## src/rtl/bitty_exec_ctrl.sv

```systemverilog
// bitty execution/control stage: instruction register, 8x16 register file, ALU and data-memory port sequencing.
// Optional feature macro: BITTY_CMP_EN (alu_sel 111 unsigned compare; otherwise that op yields 0).
module bitty_exec_ctrl (
   input  logic        clk,
   input  logic        reset,
   input  logic        run_core,
   input  logic [15:0] instr,
   input  logic [15:0] memory_out,
   output logic        done,
   output logic [15:0] last_alu_result,
   output logic        en_memory_inst,
   output logic        en_memory_write,
   output logic [15:0] memory_addr,
   output logic [15:0] data_to_memory
);
   typedef enum logic [1:0] {S_IDLE, S_EXEC, S_MEM, S_DONE} state_t;

   state_t      state_reg, state_next;
   logic [15:0] ir_reg, ir_next;
   logic [15:0] last_alu_reg, last_alu_next;
   logic [15:0] rf_reg [8];

   logic [1:0]  fmt;
   logic [2:0]  rx_idx, ry_idx, alu_sel;
   logic        is_nop;
   logic [15:0] op_a, op_b, alu_result, wr_data;
   logic        alu_we, load_we;
   logic [7:0]  wen;

   assign fmt     = ir_reg[1:0];
   assign rx_idx  = ir_reg[15:13];
   assign ry_idx  = ir_reg[12:10];
   assign alu_sel = ir_reg[4:2];
   assign is_nop  = (ir_reg == 16'h0000);

   // I-format replaces ry with the zero-extended 8-bit immediate
   assign op_a = rf_reg[rx_idx];
   assign op_b = (fmt == 2'b01) ? {8'h00, ir_reg[12:5]} : rf_reg[ry_idx];

   always_comb begin
      alu_result = 16'h0000;
      case (alu_sel)
         3'b000: alu_result = op_a + op_b;
         3'b001: alu_result = op_a - op_b;
         3'b010: alu_result = op_a & op_b;
         3'b011: alu_result = op_a | op_b;
         3'b100: alu_result = op_a ^ op_b;
         3'b101: alu_result = op_a << op_b[3:0];
         3'b110: alu_result = op_a >> op_b[3:0];
         default: begin
`ifdef BITTY_CMP_EN
            if (op_a == op_b)     alu_result = 16'd0;
            else if (op_a > op_b) alu_result = 16'd1;
            else                  alu_result = 16'd2;
`else
            alu_result = 16'h0000;
`endif
         end
      endcase
   end

   // Only R/I formats write through the ALU; only loads write from memory
   assign alu_we  = (state_reg == S_EXEC) && !is_nop && !fmt[1];
   assign load_we = (state_reg == S_MEM) && !ir_reg[2];
   assign wr_data = alu_we ? alu_result : memory_out;

   genvar gi;
   generate
      for (gi = 0; gi < 8; gi++) begin : g_wen
         assign wen[gi] = (alu_we || load_we) && (rx_idx == 3'(gi));
      end
   endgenerate

   always_ff @(posedge clk) begin
      if (reset) begin
         state_reg    <= S_IDLE;
         ir_reg       <= 16'h0000;
         last_alu_reg <= 16'h0000;
         for (int i = 0; i < 8; i++) rf_reg[i] <= 16'h0000;
      end else begin
         state_reg    <= state_next;
         ir_reg       <= ir_next;
         last_alu_reg <= last_alu_next;
         for (int i = 0; i < 8; i++) begin
            if (wen[i]) rf_reg[i] <= wr_data;
         end
      end
   end

   always_comb begin
      state_next      = state_reg;
      ir_next         = ir_reg;
      last_alu_next   = last_alu_reg;
      done            = 1'b0;
      en_memory_inst  = 1'b0;
      en_memory_write = 1'b0;
      memory_addr     = 16'h0000;
      data_to_memory  = 16'h0000;
      case (state_reg)
         S_IDLE: begin
            if (run_core) begin
               ir_next    = instr;
               state_next = S_EXEC;
            end
         end
         S_EXEC: begin
            if (alu_we) last_alu_next = alu_result;
            state_next = (!is_nop && fmt == 2'b11) ? S_MEM : S_DONE;
         end
         S_MEM: begin
            en_memory_inst = 1'b1;
            memory_addr    = rf_reg[ry_idx];
            if (ir_reg[2]) begin
               en_memory_write = 1'b1;
               data_to_memory  = rf_reg[rx_idx];
            end
            state_next = S_DONE;
         end
         S_DONE: begin
            done       = 1'b1;
            state_next = S_IDLE;
         end
         default: state_next = S_IDLE;
      endcase
   end

   assign last_alu_result = last_alu_reg;

endmodule
```

## config.mk

```make
export PLATFORM = sky130hd
export DESIGN_NAME = bitty_exec_ctrl
export DESIGN_NICKNAME = d
export VERILOG_FILES = /design/src/rtl/bitty_exec_ctrl.sv
export SDC_FILE = /design/constraint.sdc
export NUM_CORES = 1
export LEC_CHECK = 0
export CAP_MARGIN = 25
export CORE_ASPECT_RATIO = 2
export CORE_MARGIN = 1
export CORE_UTILIZATION = 40
export CTS_CLUSTER_DIAMETER = 120
export CTS_CLUSTER_SIZE = 28
export DETAILED_ROUTE_END_ITERATION = 8
export GPL_TIMING_DRIVEN = 0
export PLACE_DENSITY_LB_ADDON = 0.1
export SYNTH_ARGS = -nofsm -noshare
export SYNTH_HDL_FRONTEND = slang
export SYNTH_SLANG_ARGS = --single-unit
```

## constraint.sdc

```tcl
create_clock -name clk -period 7.5 [get_ports clk]
set_input_delay 2.25 -clock clk [delete_from_list [all_inputs] [get_ports clk]]
set_output_delay 2.25 -clock clk [all_outputs]
set_load 0.02 [all_outputs]
```

==> flow_summary.ini <==
[outcome]
status = finished clean

[yosys]
synth_top_cells_by_count = 136 x nor2_1, 128 x edfxtp_1, 104 x nand2_1
synthFlopType = edfxtp_1
syn_inst = 1230
synthMostInstantiatedCell = nor2_1
synth_area_leaders = edfxtp_1 31%, mux2i_1 6.9%, mux4_2 6.6%
async_flop_share_pct = 0
ys_types = 92
yosysTopAreaCell = edfxtp_1
synth_edf_count = 128
synth_top_cell_area_share_pct = 31.23
synthesis.area_um2 = 12310
yosys_warnings = 0
seq_area_frac_synth_pct = 37.74
ys_ff_latch = 168
avgSynthCellArea_um2 = 10.01
syn_nets = 1322

[sta]
fmax_mhz = 144.0
finalHoldViolCount = 0
period_share_pct = 92.60
rsz0062_at_grt = no
worst_slew_pin_slew_ns = 1.101
maxSlewHeadroom_pct = 24.49
setup_viol = 0
fin_worst_skew_ns = 0.01326
min_period_ns = 6.945
layout_setup_ws_ns = 0.5552
slew_viol_final = 0

[worst_setup_path]
crit_slowest_cell = a221oi_1
start_kind = flip-flop
worstPathRequired_ns = 7.65
cp_num_cells = 20
cp_slowest_stage_delay_ns = 0.87
crit_path_end_kind = flip-flop
arrival_ns = 7.10
worstPathMaxFanout = 20
path_cells = buf_6 -> buf_6 -> mux2i_1 -> a22oi_1 -> a41oi_1 -> clkbuf_1 -> buf_2 -> ha_1 -> inv_1 -> o21ai_0 -> xnor2_1 -> ha_1 -> a2111oi_1 -> a211oi_1 -> a21oi_1 -> xnor2_1 -> a221oi_1 -> nand2_1 -> o21ai_2 -> a21oi_1
critPathBufInv = 5
path_delay_family = compound AO/OA/AOI/OAI gates
setup.worst_path.class = flip-flop to flip-flop
r2r_cells = 20

[placement]
portBuffers = 85
pre_cts_slack_ns = -0.07079
placed_area_um2 = 13810
gp_congestion = 1.067
hpwl_mm = 45.41

[clocking]
clockBufferDepth = 2
clk_latency_ns = 0.44
clkSlewWorstSetupHoldPaths_ns = 0.07
ctsHoldBuffers = 0
root_buffer = clkbuf_16
tritoncts = built
clkSinkCount = 168
h-tree-depth = 4
cts_inserted_buffers = 17

[die]
core_area_um2 = 30180
start_util_pct = 40.78
dieArea_um2 = 31520
die_h_um = 250.1
io_pins = 86
die_w_um = 126.0
num_rows = 90

[final_layout]
final_area_um2 = 14460
syn_to_final_growth_pct = 17.48
drive_above_1_share_pct = 13.63
largest_reg_flops = 128
diodes = 0
final_nets = 1436
fill_cells = 2975

[global_route]
grt_max_degree = 17
antenna_found_initial = 1
grt_pass1_vias = 11490
grt_first_pass_wirelength_mm = 82.45
grt-busiest-layer = met2
grtUsageMet3_pct = 7.668
grt-ovfl-total = 0
grt_use_total_pct = 37.89
met1_usage_pct = 36.53
gr-usage-met2_pct = 67.43

[route]
firstDrtPassIters = 6
drc = 0
wl_mm = 58.44
postRouteAntennaNets = 0
wl_per_cell_um = 33.88
drt-initial-drc-count = 955
vias_per_cell = 6.543
vias = 11290

[worst_hold_path]
hp-class = flip-flop to flip-flop
holdPathStages = 2

[pwr]
max-vdd-ir-drop_mv = 0.2375
power_density_nw_per_um2 = 495.3
p_leak_nw = 5.323

[job]
max_cap_violations = 0
[worst paths after layout]
kind | start | to | slack [ns]
max | flip-flop | rf_reg[0][11] | 0.56
min | last_alu_result[6] | last_alu_result[6] | 0.45
max reg2reg | flip-flop | rf_reg[0][11] | 0.56
min reg2reg | last_alu_result[6] | last_alu_result[6] | 0.45
[logic make-up after synthesis]
kind of cell	Yosys count	share of synthesized area, %
simple gates	387	14.95
flops	168	37.74
xor+xnor	21	1.494
compound gates	314	18.83
mux	147	16.15
fa+ha+maj	57	5.855
buf+inv	136	4.981
[metrics by stage]
step	instances	setup TNS [ns]	hold WS (ns)	power (W)	util (%)
floorplan	1230	0	0.4445	0.004095	-
global placement	1683	-0.9434	0.4336	0.005929	45.13
detailed placement	1692	-0.4810	0.4378	0.005934	45.75
CTS	1724	0	0.4494	0.006916	47.87
global route	1725	0	0.4601	0.007409	47.91
finish	1725	0	0.4464	0.007162	47.91
[what timing repair did]
item | CTS | global route
pin swaps | 0 | 0
setup endpoints to repair | 8 | 9
setup buffers | 0 | 0
resized for setup | 1 | 1
[layer usage]
metal	up-vias	share of wire, %
met5	-	0.019
met4	2	10
met3	230	6.3
met2	569	52
met1	5593	32
li1	4893	-
[power breakdown]
part | internal, W | leakage [nW] | switching, W | total (W)
Sequential | 0.00120 | 1.65 | 0.000101 | 0.00130
Combinational | 0.00153 | 3.36 | 0.00336 | 0.00489
Clock | 0.000568 | 0.312 | 0.000396 | 0.000964
[layout by cell type, fill, tap and decap left out, types with 30 or more instances in the layout]
| master | instances |
|---|---|
| a211oi_1 | 32 |
| a21oi_1 | 67 |
| a22oi_1 | 34 |
| clkbuf_1 | 50 |
| clkdlybuf4s50_1 | 85 |
| dfxtp_1 | 40 |
| edfxtp_1 | 128 |
| ha_1 | 56 |
| inv_1 | 30 |
| mux2i_1 | 84 |
| mux4_2 | 36 |
| nand2_1 | 104 |
| nor2_1 | 136 |
[worst min-delay path, delay by kind of cell (launching register included)]
family,cells,cell delay (ns)
and+or+nand+nor,2,0.09
DFF,1,0.31
[cell type report]
cell class	count	area, µm²	area share [%]
sequential	168	4644	32.12
clock inverter	14	207.7	1.436
timing repair buffer	96	1041	7.200
multi-input combinational	926	7067	48.87
clock buffer	18	429.2	2.968
buffer	89	436.7	3.020
tap	368	460.4	3.184
inverter	46	172.7	1.194
Power figures use the tool's default switching activity.
